### config.mk
export PLATFORM = sky130hd
export DESIGN_NAME = core_layer_sequencer
export DESIGN_NICKNAME = d
export VERILOG_FILES = /design/src/rtl/core_layer_sequencer.sv
export SDC_FILE = /design/constraint.sdc
export NUM_CORES = 1
export LEC_CHECK = 0
export BUFFER_PORTS_ARGS = -buffer_cell sky130_fd_sc_hd__buf_2
export CAP_MARGIN = 20
export CORE_UTILIZATION = 40
export DETAILED_ROUTE_END_ITERATION = 16
export GPL_ROUTABILITY_DRIVEN = 0
export PLACE_DENSITY = 0.72
export SYNTH_ARGS = -nofsm -noshare
export SYNTH_HDL_FRONTEND = slang
export SYNTH_SLANG_ARGS = --single-unit
### constraint.sdc
create_clock -name clk_pll -period 4.2 [get_ports clk_pll]
set_clock_uncertainty 0.05 [all_clocks]
set_input_delay 0.21 -clock clk_pll [delete_from_list [all_inputs] [get_ports clk_pll]]
set_output_delay 0.21 -clock clk_pll [all_outputs]
set_load 0.02 [all_outputs]
### src/rtl/core_layer_sequencer.sv
// Layer sequencer for the shared Core datapath: walks every output group through
// MAC, pipeline drain, sigmoid and write-back, driving Core selects and buffer addresses.
module core_layer_sequencer #(
  parameter int CNT_W   = 8,
  parameter int WADDR_W = 16,
  parameter int MUL_LAT = 3,
  parameter int ADD_LAT = 2,
  parameter int SIG_LAT = 4
) (
  input  logic               clk_pll,
  input  logic               rst_n,
  input  logic               start,
  input  logic [CNT_W-1:0]   num_in_chunks,
  input  logic [CNT_W-1:0]   num_out_groups,
  output logic               busy,
  output logic               done,
  output logic [CNT_W-1:0]   in_addr,
  output logic [WADDR_W-1:0] w_addr,
  output logic [CNT_W-1:0]   out_addr,
  output logic               out_we,
  output logic [1:0]         mul_in_1_mux_sel_left,
  output logic [1:0]         mul_in_1_mux_sel_right,
  output logic [1:0]         mul_in_2_mux_sel,
  output logic               add_in_1_mux_sel_left,
  output logic [1:0]         add_in_1_mux_sel_right,
  output logic [1:0]         add_in_2_mux_sel,
  output logic [1:0]         add_in_2_mid_mux_sel,
  output logic               sigmoid_pipe_mux_sel,
  output logic [1:0]         sigmoid_pipe_extend_controll,
  output logic               sigmoid_output_mux_sel
);

  localparam int DRAIN_LEN = MUL_LAT + ADD_LAT;
  localparam int PH_MAX    = (DRAIN_LEN > SIG_LAT) ? DRAIN_LEN : SIG_LAT;
  localparam int PH_W      = $clog2(PH_MAX + 1);

  typedef enum logic [2:0] {
    S_IDLE, S_LOAD, S_MAC, S_DRAIN, S_SIG, S_WRITE, S_DONE
  } state_t;

  typedef struct packed {
    logic [1:0] mul_in_1_left;
    logic [1:0] mul_in_1_right;
    logic [1:0] mul_in_2;
    logic       add_in_1_left;
    logic [1:0] add_in_1_right;
    logic [1:0] add_in_2;
    logic [1:0] add_in_2_mid;
    logic       sig_pipe;
    logic [1:0] sig_extend;
    logic       sig_out;
  } ctrl_t;

  state_t             state;
  ctrl_t              ctrl;
  logic [CNT_W-1:0]   n_lat;
  logic [CNT_W-1:0]   g_lat;
  logic [CNT_W-1:0]   chunk;
  logic [CNT_W-1:0]   group;
  logic [WADDR_W-1:0] w_cnt;    // next weight address to issue
  logic [PH_W-1:0]    phase;

  // Chunk 0 starts the accumulation from zero/bias; later chunks add onto feedback.
  function automatic ctrl_t mac_ctrl(input logic first);
    ctrl_t c;
    c                = '0;
    c.add_in_1_left  = 1'b1;
    c.add_in_1_right = 2'd1;
    c.add_in_2       = first ? 2'd0 : 2'd1;
    c.add_in_2_mid   = 2'd1;
    return c;
  endfunction

  function automatic ctrl_t drain_ctrl();
    ctrl_t c;
    c              = '0;
    c.add_in_2     = 2'd1;
    c.add_in_2_mid = 2'd1;
    return c;
  endfunction

  function automatic ctrl_t sig_ctrl(input logic last);
    ctrl_t c;
    c            = '0;
    c.sig_pipe   = 1'b1;
    c.sig_extend = 2'd1;
    c.sig_out    = last;
    return c;
  endfunction

  // Outputs are registered alongside the state: each branch loads the values
  // belonging to the state it is about to enter.
  always_ff @(posedge clk_pll or negedge rst_n) begin
    if (!rst_n) begin
      state    <= S_IDLE;
      ctrl     <= '0;
      n_lat    <= '0;
      g_lat    <= '0;
      chunk    <= '0;
      group    <= '0;
      w_cnt    <= '0;
      phase    <= '0;
      busy     <= 1'b0;
      done     <= 1'b0;
      in_addr  <= '0;
      w_addr   <= '0;
      out_addr <= '0;
      out_we   <= 1'b0;
    end else begin
      // NOTE: non-blocking defaults first, branch assignments below override them
      // (last assignment wins), so every register has a defined value each cycle.
      ctrl     <= '0;
      in_addr  <= '0;
      w_addr   <= '0;
      out_addr <= '0;
      out_we   <= 1'b0;
      done     <= 1'b0;
      busy     <= 1'b1;

      case (state)
        S_IDLE: begin
          if (start) state <= S_LOAD;
          else       busy  <= 1'b0;
        end

        S_LOAD: begin
          n_lat <= num_in_chunks;
          g_lat <= num_out_groups;
          chunk <= '0;
          group <= '0;
          w_cnt <= '0;
          if (num_in_chunks == '0 || num_out_groups == '0) begin
            state <= S_DONE;
            done  <= 1'b1;
          end else begin
            state <= S_MAC;
            ctrl  <= mac_ctrl(1'b1);
            w_cnt <= WADDR_W'(1);
          end
        end

        S_MAC: begin
          if (chunk == n_lat - 1'b1) begin
            state <= S_DRAIN;
            phase <= '0;
            ctrl  <= drain_ctrl();
          end else begin
            chunk   <= chunk + 1'b1;
            in_addr <= chunk + 1'b1;
            w_addr  <= w_cnt;
            w_cnt   <= w_cnt + 1'b1;
            ctrl    <= mac_ctrl(1'b0);
          end
        end

        S_DRAIN: begin
          if (phase == PH_W'(DRAIN_LEN - 1)) begin
            state <= S_SIG;
            phase <= '0;
            ctrl  <= sig_ctrl(SIG_LAT == 1);
          end else begin
            phase <= phase + 1'b1;
            ctrl  <= drain_ctrl();
          end
        end

        S_SIG: begin
          if (phase == PH_W'(SIG_LAT - 1)) begin
            state    <= S_WRITE;
            out_we   <= 1'b1;
            out_addr <= group;
          end else begin
            phase <= phase + 1'b1;
            ctrl  <= sig_ctrl(phase == PH_W'(SIG_LAT - 2));
          end
        end

        S_WRITE: begin
          group <= group + 1'b1;
          if (group + 1'b1 == g_lat) begin
            state <= S_DONE;
            done  <= 1'b1;
          end else begin
            state  <= S_MAC;
            chunk  <= '0;
            w_addr <= w_cnt;
            w_cnt  <= w_cnt + 1'b1;
            ctrl   <= mac_ctrl(1'b1);
          end
        end

        S_DONE: begin
          state <= S_IDLE;
          busy  <= 1'b0;
        end

        default: begin
          state <= S_IDLE;
          busy  <= 1'b0;
        end
      endcase
    end
  end

  assign mul_in_1_mux_sel_left        = ctrl.mul_in_1_left;
  assign mul_in_1_mux_sel_right       = ctrl.mul_in_1_right;
  assign mul_in_2_mux_sel             = ctrl.mul_in_2;
  assign add_in_1_mux_sel_left        = ctrl.add_in_1_left;
  assign add_in_1_mux_sel_right       = ctrl.add_in_1_right;
  assign add_in_2_mux_sel             = ctrl.add_in_2;
  assign add_in_2_mid_mux_sel         = ctrl.add_in_2_mid;
  assign sigmoid_pipe_mux_sel         = ctrl.sig_pipe;
  assign sigmoid_pipe_extend_controll = ctrl.sig_extend;
  assign sigmoid_output_mux_sel       = ctrl.sig_out;

endmodule
* Word-level counts from Yosys, hierarchy flattened *
Index checks and enable logic that the tools add are counted.

word-level totals
  flip-flop bits (word level) = 106
  input port bits = 19
  output and inout port bits = 52
  word-level logic and storage cells = 95

operators by class
  add/subtract/negate cells = 5
  equal/unequal tests = 17
  multiplexer cells = 39
  reduce and logical (&&, ||, !) cells = 11

operators by type and width
  kind                                                 count
  2-to-1 mux 16 bit                                    4
  case mux 11 bit (5 select lines)                     1
  2-to-1 mux 8 bit                                     6
  case mux 16 bit (3 select lines)                     1
  2-to-1 mux 11 bit                                    3
  case mux 16 bit (2 select lines)                     1
  2-to-1 mux 3 bit                                     9
  case mux 8 bit (3 select lines)                      1
  case mux 3 bit (6 select lines)                      1
  adder 16 x 1 -> 16 bit, second input constant        1
  adder 8 x 1 -> 8 bit, second input constant          2
  equality test 8 bit                                  2
  logical NOT 8 bit                                    2
  case mux 8 bit (2 select lines)                      1
  != test 2 bit, second input constant                 7
  equality test 3 x 2 -> 1 bit, second input constant  4
  equality test 3 bit, second input constant           3
  case mux 3 bit (3 select lines)                      1
  subtractor 8 x 1 -> 8 bit, second input constant     1
  2-to-1 mux 7 bit                                     1
  2-to-1 mux 1 bit                                     6
  AND reduction 3 bit                                  2
  nonzero test 3 bit                                   2
  OR reduction 5 bit                                   1
  8 further kinds                                      9

* Depth between registers and ports, before layout *
  depth after elaboration = 4
  gate-level depth with buffers = 13
  gate-level depth less buffers = 10

* Worst setup path after synthesis *
No wires, ideal clock.

  path kind = register to register
  from = reg n_lat[0]
  to = reg w_cnt[8]
  arrival = 2,566 ps
  data required time = 4,018 ps
  path slack = 1,452 ps
  stages on the path, launching flop included = 13
  path buffers = 3
  clock period less this slack = 2,748 ps
  path through = dfrtp_1 inv_1 ha_1 or3b_1 or4_1 a32oi_2 o211ai_2 nand2_4 o211a_1 buf_6 buf_8 buf_12 o211ai_1

on the way
  longest elaborated chain between the ends = 4

RTL lines
  item                                  line  text
  start, declared                       56    logic [CNT_W-1:0] n_lat;
  start signal, assigned                127   n_lat <= num_in_chunks;
  subtractor 8 x 1 -> 8 bit             143   if (chunk == n_lat - 1'b1) begin
  equality test 8 bit                   143
  != test 2 bit (no source line)        n/a
  AND reduction 3 bit (no source line)  n/a
  end signal, assigned                  151   w_cnt <= w_cnt + 1'b1;
  end signal, assigned                  187   w_cnt <= w_cnt + 1'b1;
  end, declared                         60    logic [WADDR_W-1:0] w_cnt;

Every way passes these cells.
A chain may end at the register's enable or synchronous reset.

* Worst setup path after layout *
  from = reg n_lat[0]
  to = reg w_cnt[0]

Same word-level chain as after synthesis.

==> results.toml <==
[die]
fp.dieH_um = 109
io_pins = 71
rows = 38
core_area_mm2 = 0.0110
die_area_mm2 = 0.0119
start_util = 0.416
die_x_um = 109

[yosys]
synth_top_area_share = 0.512
synth_edf_count = 0
synthDistinctLibCells = 55
ys_seq_area_frac = 0.512
synthesis.area_mm2 = 0.00459
syn_avg_cell_area_um2 = 9.77
ys_top_cells_by_area = "dfrtp_1 51%, nand2_1 6.4%, and2_1 3.7%"
ys.flop_type = "dfrtp_1"
ys_ff_latch = 94
async_flop_share = 1.00
yosys_warnings = 0
synth_area_leader_cell = "dfrtp_1"
ys_top_cells_by_count = "94 x dfrtp_1, 78 x nand2_1, 27 x and2_1, 25 x nor2_1, 21 x o21ai_0"
yosysMostFrequentCell = "dfrtp_1"
syn_inst = 470

[layout]
fin_cells = 665
drive_above_1_share = 0.173
n_antenna_cell = 0
fin_nets = 547
area_delta_synth_final_pct = 14.5
fillers = 1048
final_util = 0.477

[worst_setup_path]
cp_num_buf_inv = 1
cp-start-kind = "flop"
path_depth = 10
r2r_start = "n_lat[0]$_DFFE_PN0P_"
reg2reg_to = "w_cnt[0]$_DFFE_PN0P_"
path_delay_family = "simple AND/OR/NAND/NOR gates"
crit_path_end_kind = "flop"
crit_end = "w_cnt[0]$_DFFE_PN0P_"
critical_path_class = "reg2reg"
startpoint = "n_lat[0]$_DFFE_PN0P_"
r2r_cells = 10
required_ns = 4.40
slowest_delay_ns = 0.49
critPathSlowestCell = "or4_1"
crit_path_max_fanout = 18
r2r_slack_ns = 0.97
critical_path.cell_chain = "inv_1, ha_1, or3b_1, or4_1, a32oi_2, o211ai_2, nand2_4, o21ai_1, and2_1, a221oi_2"
cp.arrival_ns = 3.44

[timing]
slew_violations = 0
finalHoldViolations = 0
tightest_slew_ns = 0.968
maxSlewHeadroom = 0.350
setup_viol = 0
min_period_ns = 3.23
grt_setup_unrepaired = "false"
fmax_mhz = 309
setup_tns_ns = 0
period_share = 0.770
fin_ws_ns = 0.966

[power_and_ir_drop]
irDropWorstVdd_uv = 224
p_int_uw = 1480
pwr-share-comb = 0.021
p_leak_uw = 0.00240
netSwitchingFraction = 0.193
pwr_density_cell_mw_per_mm2 = 349
power_frac_clock = 0.487
pwr-share-seq = 0.493
switchingPower_uw = 355

[cts]
clk_pin_slew_ns = 0.06
cts_tree = "done"
clock_sinks = 94
clockBufferDepth = 2
worstSkewPairLatency_ns = 0.34
cts-resized-gates = 0
numCtsBuffers = 9
postCtsSetupBuffers = 0
cts_root_buf = "clkbuf_16"
htree_levels = 3

[routing]
vias = 3508
wl_met1_um = 4300
routed.top_layer = "met4"
ant_nets = 0
routed-wl-met3_um = 457
wire_per_inst_um = 14.2
drt_wl_total_um = 9420
drcViolationCount = 0
viasPerCell = 5.28
routed-wl-met2_um = 4480
drt_pre_antenna_iters = 4
drtIter0Drc = 158

[run_status]
status = "completed"

[place]
placedCellCount = 648
pre_cts_ws_ns = 0.967
portBuffers = 60
dpl.hpwl_um = 6640

[grt]
antenna_found_initial = 0
grt_usage = 0.172
grt_pass1_vias = 3373
grt_start_max_net_pins = 64
grt_first_pass_wirelength_um = 15800
grt_overflow = 0

[job]
cap_violations = 0

[min_path]
hold_path_class = "in2reg"
## registers in the layout (all words and copies together), names as in the netlist, 3 cells and up
signal	count
n_lat	8
w_cnt	16
g_lat	8
group	8
w_addr	16
phase	3
out_addr	8
state	3
in_addr	8
chunk	8
## how the worst min path moves through the flow
stage / slack, ns / endpoint / start / cells after the start
3_3_place_gp: 0.30 / g_lat[3]$_DFFE_PN0P_ / rst_n / 1
4_1_cts: 0.02 / n_lat[3]$_DFFE_PN0P_ / num_in_chunks[3] / 3
2_1_floorplan: -0.14 / add_in_1_mux_sel_left$_DFF_PN0_ / rst_n / 0
3_5_place_dp: 0.31 / g_lat[3]$_DFFE_PN0P_ / rst_n / 1
5_1_grt: 0.04 / n_lat[3]$_DFFE_PN0P_ / num_in_chunks[3] / 3
6_report: 0.03 / g_lat[5]$_DFFE_PN0P_ / num_out_groups[5] / 3
## placed cells by master, fill, tap and decap left out, types with 5 or more instances in the layout
cell type	synthesis	routed
nor4_1	6	6
buf_2	3	59
ha_1	8	8
nand2_1	78	78
xor2_1	9	9
dfrtp_1	94	94
or4_1	9	9
o21ai_0	21	21
nand2b_1	7	7
nand3_1	18	18
clkbuf_16	0	9
nor3_1	6	6
nand4_1	5	5
a21oi_1	19	19
and2_1	27	27
buf_4	12	5
xnor2_1	12	12
a21o_1	6	6
o31ai_1	13	13
nor2_1	25	24
conb_1	1	10
nand3b_1	5	5
inv_1	13	13
nor2b_1	5	5
## through the flow
stage          hold slack [ns]  area, um2  power, uW
3_5_place_dp             0.310       4910        961
2_1_floorplan           -0.136       4620        938
4_1_cts                 0.0166       5260       1860
6_report                0.0280       5260       1840
3_3_place_gp             0.299       4910        960
5_1_grt                 0.0350       5260       1900
## power by group through the flow
stage / registers [uW] / clock network (uW) / logic [uW]
3_3_place_gp: 922 / 0 / 38.1
4_1_cts: 905 / 915 / 39.6
5_1_grt: 905 / 950 / 44.1
3_5_place_dp: 922 / 0 / 38.7
6_report: 905 / 894 / 37.8
2_1_floorplan: 922 / 0 / 15.9
## cell type report
type	instances	area, um2	share of cell area
clock inverter	3	65.1	0.0124
timing repair buffer	65	343	0.0652
clock buffer	13	270	0.0514
tap	140	175	0.0333
sequential	94	2350	0.447
multi-input combinational	337	2000	0.381
inverter	13	48.8	0.00928
## what timing repair did
item | 4_1_cts | 5_1_grt
endpoints found under the hold margin | 62 | 0
endpoints found under the setup margin | 0 | 0
hold buffers | 1 | 0
## worst reg2reg max path, delay by kind of cell, from the launching register on
kind | cells | cell delay (ns)
flops | 1 | 0.41
simple gates | 4 | 1.43
fa+ha+maj | 1 | 0.22
compound gates | 4 | 0.95
buf+inv | 1 | 0.09
## per-layer routing
layer | GRT usage | vias up
li1 | - | 1705
met1 | 0.217 | 1704
met2 | 0.278 | 83
met3 | 0.0442 | 16
met4 | 0.0763 | 0
met5 | 0 | -
## cells by family after synthesis
| logic type | Yosys count | synth area share |
|---|---|---|
| AOI/OAI and AO/OA | 90 | 0.135 |
| other | 1 | 0.000817 |
| xor gates and xnor gates | 21 | 0.0401 |
| and+or+nand+nor | 207 | 0.228 |
| adders and majority gates | 8 | 0.0218 |
| muxes | 1 | 0.00245 |
| DFF | 94 | 0.512 |
| buffers and inverters | 48 | 0.0591 |
Power figures use the tool's default switching activity.
